### src/rtl/flopr_pipe_if.sv
// Handshake bundle for flopr_pipe: producer side (in_*, d), consumer side (out_*, q)
// and the occupancy count.
interface flopr_pipe_if #(
    parameter int unsigned N     = 4,
    parameter int unsigned DEPTH = 3
) ();
    localparam int unsigned CW = $clog2(DEPTH + 1);

    logic          in_valid;
    logic          in_ready;
    logic [N-1:0]  d;
    logic          out_valid;
    logic          out_ready;
    logic [N-1:0]  q;
    logic [CW-1:0] count;

    // Environment side: drives the producer data and consumer ready.
    modport master (
        output in_valid, d, out_ready,
        input  in_ready, out_valid, q, count
    );

    // Pipeline side.
    modport slave (
        input  in_valid, d, out_ready,
        output in_ready, out_valid, q, count
    );
endinterface

### src/rtl/flopr_pipe.sv
// Elastic pipeline register: DEPTH valid-tagged stages with a combinational ready chain,
// bubble collapsing, synchronous flush and a registered occupancy counter.
module flopr_pipe #(
    parameter int unsigned N     = 4,
    parameter int unsigned DEPTH = 3
) (
    input  logic       clk,
    input  logic       reset,
    input  logic       flush,
    flopr_pipe_if.slave bus
);
    localparam int unsigned CW = $clog2(DEPTH + 1);

    logic [DEPTH-1:0][N-1:0] data_q, data_d, up_data;
    logic [DEPTH-1:0]        v_q, v_d, up_valid, rdy;
    logic [CW-1:0]           count_q, count_d;
    logic                    in_ready, in_xfer, out_xfer;

    // rdy[i] is high when any stage at or after i is empty, or the sink is taking q.
    always_comb begin : ready_chain
        logic acc;
        rdy = '0;
        acc = bus.out_ready;
        for (int i = int'(DEPTH) - 1; i >= 0; i--) begin
            acc    = acc | ~v_q[i];
            rdy[i] = acc;
        end
    end

    always_comb begin
        up_valid    = '0;
        up_data     = '0;
        up_valid[0] = bus.in_valid;
        up_data[0]  = bus.d;
        for (int unsigned i = 1; i < DEPTH; i++) begin
            up_valid[i] = v_q[i-1];
            up_data[i]  = data_q[i-1];
        end
    end

    // A ready stage takes its upstream valid; data is only replaced by valid data.
    always_comb begin
        v_d    = v_q;
        data_d = data_q;
        for (int unsigned i = 0; i < DEPTH; i++) begin
            if (rdy[i]) begin
                v_d[i] = up_valid[i];
                if (up_valid[i]) begin
                    data_d[i] = up_data[i];
                end
            end
        end
    end

    assign in_ready = rdy[0] & ~flush;
    assign in_xfer  = bus.in_valid & in_ready;
    assign out_xfer = v_q[DEPTH-1] & bus.out_ready;

    always_comb begin
        count_d = count_q;
        if (in_xfer && !out_xfer) begin
            count_d = count_q + CW'(1);
        end else if (!in_xfer && out_xfer) begin
            count_d = count_q - CW'(1);
        end
    end

    always_ff @(posedge clk or negedge reset) begin
        if (!reset) begin
            v_q     <= '0;
            data_q  <= '0;
            count_q <= '0;
        end else if (flush) begin
            v_q     <= '0;
            data_q  <= '0;
            count_q <= '0;
        end else begin
            v_q     <= v_d;
            data_q  <= data_d;
            count_q <= count_d;
        end
    end

    assign bus.in_ready  = in_ready;
    assign bus.out_valid = v_q[DEPTH-1];
    assign bus.q         = data_q[DEPTH-1];
    assign bus.count     = count_q;
endmodule

### src/flat_wrapper.sv
// flat-port wrapper written by rule: the top's interface ports become plain ports
module flopr_pipe_flat 
#(
    parameter int unsigned N     = 4,
    parameter int unsigned DEPTH = 3
)
  (clk, reset, flush, bus_in_valid, bus_d, bus_out_ready, bus_in_ready, bus_out_valid, bus_q, bus_count);
  flopr_pipe_if #(.N(N), .DEPTH(DEPTH)) bus_i ();
  input  logic clk;
  input  logic reset;
  input  logic flush;
  input wire logic [$bits(bus_i.in_valid)-1:0] bus_in_valid;
  input wire logic [$bits(bus_i.d)-1:0] bus_d;
  input wire logic [$bits(bus_i.out_ready)-1:0] bus_out_ready;
  output wire logic [$bits(bus_i.in_ready)-1:0] bus_in_ready;
  output wire logic [$bits(bus_i.out_valid)-1:0] bus_out_valid;
  output wire logic [$bits(bus_i.q)-1:0] bus_q;
  output wire logic [$bits(bus_i.count)-1:0] bus_count;
  assign bus_i.in_valid = bus_in_valid;
  assign bus_i.d = bus_d;
  assign bus_i.out_ready = bus_out_ready;
  assign bus_in_ready = bus_i.in_ready;
  assign bus_out_valid = bus_i.out_valid;
  assign bus_q = bus_i.q;
  assign bus_count = bus_i.count;
  flopr_pipe #(.N(N), .DEPTH(DEPTH)) u_core (.clk(clk), .reset(reset), .flush(flush), .bus(bus_i));
endmodule
### config.mk
export PLATFORM = sky130hd
export DESIGN_NAME = flopr_pipe_flat
export DESIGN_NICKNAME = d
export VERILOG_FILES = /design/src/rtl/flopr_pipe_if.sv /design/src/rtl/flopr_pipe.sv /design/src/flat_wrapper.sv
export SDC_FILE = /design/constraint.sdc
export NUM_CORES = 1
export LEC_CHECK = 0
export BUFFER_PORTS_ARGS = -buffer_cell sky130_fd_sc_hd__clkbuf_2
export CELL_PAD_IN_SITES_DETAIL_PLACEMENT = 0
export CELL_PAD_IN_SITES_GLOBAL_PLACEMENT = 1
export CORE_MARGIN = 2
export CORE_UTILIZATION = 39
export DETAILED_ROUTE_END_ITERATION = 8
export PLACE_DENSITY = 0.78
export SYNTH_ARGS = -nofsm -noshare
export SYNTH_HDL_FRONTEND = slang
export SYNTH_SLANG_ARGS = --single-unit
### constraint.sdc
create_clock -name clk -period 1.75 [get_ports clk]
set_input_delay 0 -clock clk [delete_from_list [all_inputs] [get_ports clk]]
set_output_delay 0 -clock clk [all_outputs]
set_load 0.1 [all_outputs]
==> Word-level counts from Yosys, hierarchy flattened <==
Cells that the tools add are included.
{ "totals": {"ff_bits": 17, "inputBits": 9, "output_inout_bits": 8, "elab_cells": 47} }
{ "classes": {"n_addsub": 2, "muxes": 14, "n_bitwise": 10, "reduce_logical": 14} }
{ "op_table": {"columns": ["operator", "n"], "rows": [
  ["4-bit two-way mux", 6],
  ["12-bit two-way mux", 1],
  ["2-bit nonzero test", 6],
  ["2-bit two-way mux", 3],
  ["2-bit AND reduction", 3],
  ["1-bit NOT", 4],
  ["1-bit bitwise AND", 3],
  ["1-bit two-way mux", 3],
  ["3-bit two-way mux", 1],
  ["1-bit OR", 3],
  ["3-bit nonzero test", 1],
  ["2-bit by 1-bit adder with 2-bit output (second input constant)", 1],
  ["1-bit logical AND", 2],
  ["1-bit logical NOT", 2],
  ["2-bit by 1-bit subtractor with 2-bit output (second input constant)", 1]
]} }

==> Logic depth before layout (Yosys ltp) <==
{ "depth": {"word_depth": 11, "mapped_depth": 5, "ltp_nobuf": 4} }

==> Least setup slack after synthesis <==
No wires, ideal clock.
{ "synth_timing": {"path_kind": "reg2out", "startpoint": "register u_core.v_q[2]", "endpoint": "output bus_in_ready", "arrival_ps": 2410, "t_required_ps": 1750, "slack_ps": -660, "path_stages_with_launch": 4, "path_cell_list": "dfrtp_1 -> nand3b_4 -> nor2_1 -> nor2_1"} }
{ "synth_via": {"elab_chain_cells": 5} }
{ "synth_rtl": {"columns": ["element", "line", "source"], "rows": [
  ["start, declared", "flopr_pipe.sv:15", "logic [DEPTH-1:0] v_q, v_d, up_valid, rdy;"],
  ["start signal, assigned", "flopr_pipe.sv:78", "v_q <= v_d;"],
  ["1-bit NOT", "flopr_pipe.sv:25", "acc = acc | ~v_q[i];"],
  ["1-bit OR (3 in a row)", "flopr_pipe.sv:25", null],
  ["1-bit bitwise AND", "flopr_pipe.sv:55", "assign in_ready = rdy[0] & ~flush;"],
  ["end, declared", "flat_wrapper.sv:15", "output wire logic [$bits(bus_i.in_ready)-1:0] bus_in_ready;"]
]} }
No other way between the ends.

==> Final worst setup path <==
{ "layout_timing": {"startpoint": "register u_core.v_q[0]", "endpoint": "output bus_in_ready"} }
{ "layout_via": {"elab_chain_cells": 3} }
{ "layout_rtl": {"columns": ["element", "line"], "rows": [
  ["1-bit NOT", "flopr_pipe.sv:25"],
  ["1-bit OR", "flopr_pipe.sv:25"],
  ["1-bit bitwise AND", "flopr_pipe.sv:55"]
]} }
No other way between the ends.

==> results.tsv <==
metric	value	unit
status	complete, no violations	
Hold Path Class	in2reg	
Synth Warn #	0	
crit path max fanout	7	
Reg2Reg Launch Point	u_core.v_q[0]	
Detailed Route Iter0 Violations	4	
Clock Sinks	17	
Clock transition at path regs	100	ps
GP Congestion	0.6574	
CP peak stage delay	480	ps
Critical Path Start	u_core.v_q[0]	
WHS Endpoint	u_core.v_q[0]	
die height	48.28	um
Rows	16	
R2R Setup Slk	420	ps
most frequent cells in the layout	clkbuf_2, dfrtp_1, nor2_1, mux2i_1, nand2_1	
average wire per standard cell	11.62	um
Antenna Cells	0	
most used flip-flop cell after synthesis	dfrtp_1	
Crit. End Element	output port	
first-pass GRT wire length	2318	um
# H-tree levels	1	
Final setup viols	0	
final slew viol count	0	
Setup CP Type	reg2out	
core box area	1902	um^2
count of flip-flops with a built-in enable after synthesis	0	
WL final	1418	um
worst path required time	1750	ps
fmax	642.2	MHz
Root Buffer	clkbuf_4	
Min Clock Period, post-route	1557	ps
Synth async-reset ratio	100.0	%
maximum clock insertion buffer count	2	
Leak	0.4989	nW
mapped cell area	764.5	um^2
post-DP HPWL	990	um
num ports	17	
sequential fraction of the synthesis area	55.65	%
Worst Hold Launch	bus_in_valid	
Mapped Nets	82	
Pre-Repair DR Iteration Count	4	
Die X	48.28	um
r2r endpoint	u_core.bus.count[1]	
DRC violations left	0	
syn_area_per_cell	10.47	um^2
area delta synth->final	23.57	%
cells on worst reg2reg path	4	
vias in the first global route	540	
maximum VDD drop	0.4323	mV
share of layout cells above drive strength 1	24.21	%
GRT overflow	0	
vias post-DR	581	
cts bufs inserted	3	
critical path cell sequence	inv_1 > nor2_1 > nor2_4 > clkbuf_2	
Placed Area	868.3	um^2
ANT nets after route	0	
Final Power	0.7751	mW
nets	105	
RSZ-0062 raised after global routing	no	
Post-CTS Setup Inserts	0	
PortBufs	16	
Initial Util	40.20	%
hold depth	3	
utilization after layout	49.67	%
register bit count reported by yosys	17	
hold_ws	60.30	ps
Final Hold Fails	0	
Vias/cell	4.762	
Worst Skew	2.449	ps
worst slew pin tran	543.1	ps
P per Cell Area	820.5	nW/um^2
initial antenna violation count	0	
max_slew headroom	63.94	%
Tot GR Track Use	14.51	%
clk_lat worst skew	290	ps
Fin Setup TNS	0	ps
Finished Cell Area	944.7	um^2
crit path DAT	1560	ps
die area	2330	um^2
Synth cell types	19	
period utilisation layout	88.98	%
CTS tree	yes	
post_cts resized	0	
max cap viols	0	
largest net degree at the start of global routing	20	
Startpoint Class	register	
cells after synthesis	73	
critical-path cell with the highest stage delay	dfrtp_1	
-- cell usage after synthesis, types with 2 or more instances --
| library cell | instances | area [um^2] |
|---|---|---|
| nand2_1 | 7 | 26.28 |
| a21oi_1 | 6 | 30.03 |
| mux2i_1 | 8 | 80.08 |
| nor2_1 | 16 | 60.06 |
| a31oi_1 | 2 | 12.51 |
| nand3_1 | 4 | 20.02 |
| dfrtp_1 | 17 | 425.4 |
| nor2b_1 | 2 | 12.51 |
-- sequential cells by signal, summed over array words and instances (netlist names) --
signal            count
u_core.data_q         8
u_core.bus.q          4
u_core.v_q            3
u_core.bus.count      2
-- layout make-up --
| type | instances | area, um^2 |
|---|---|---|
| fillers | 186 | 957.2 |
| flip-flops and latches | 17 | 426.7 |
| multi-input cells | 52 | 324.1 |
| repair buffers | 21 | 130.1 |
| well taps | 27 | 33.78 |
| clock buffers | 4 | 26.28 |
| inverters | 1 | 3.754 |
-- how the worst max path moves through the flow --
stage	end	slack, ps
floorplan	u_core.bus.count[1]	50
global placement	u_core.bus.count[1]	440
global route	bus_in_ready	60
finish	bus_in_ready	190
detailed placement	u_core.bus.count[1]	440
CTS	bus_in_ready	170
-- routing by layer --
metal	vias up	part of all wire, %	GRT usage (%)
met5	-	0	0
met2	12	48	20.26
met3	2	3.7	3.333
met1	280	47	20.51
li1	287	-	-
met4	0	0.92	8.108
-- cell families after synthesis --
family	after synthesis	share of synthesized area (%)
AND/OR/NAND/NOR	32	19.64
flip-flops	17	55.65
AO/OA/AOI/OAI	10	8.675
multiplexers	9	11.95
buffers and inverters	4	2.944
XOR/XNOR	1	1.146
-- critical path, delay by kind of cell (launching register included) --
kind	cells	cell delay (ps)
buffers and inverters	2	510
flip-flops	1	480
AND/OR/NAND/NOR	2	280
-- metrics by stage --
stage	worst slack [ps]	std cells
after floorplan	45.38	73
after global placement	442.3	113
after detailed placement	435.2	113
after CTS	171.5	122
after global routing	57.03	122
final	192.9	122
-- power by group --
part           switching [mW]  total (mW)  internal, mW
Clock                   0.123       0.212        0.0886
Combinational          0.0986       0.140        0.0414
Sequential             0.0149       0.423         0.408
Total                   0.237       0.775         0.538
-- timing repair --
action                                 4_1_cts  5_1_grt
hold buffers                                 5        0
endpoints found under the hold margin       21        0
setup endpoints to repair                    0        0
(Power assumes the default switching activity.)
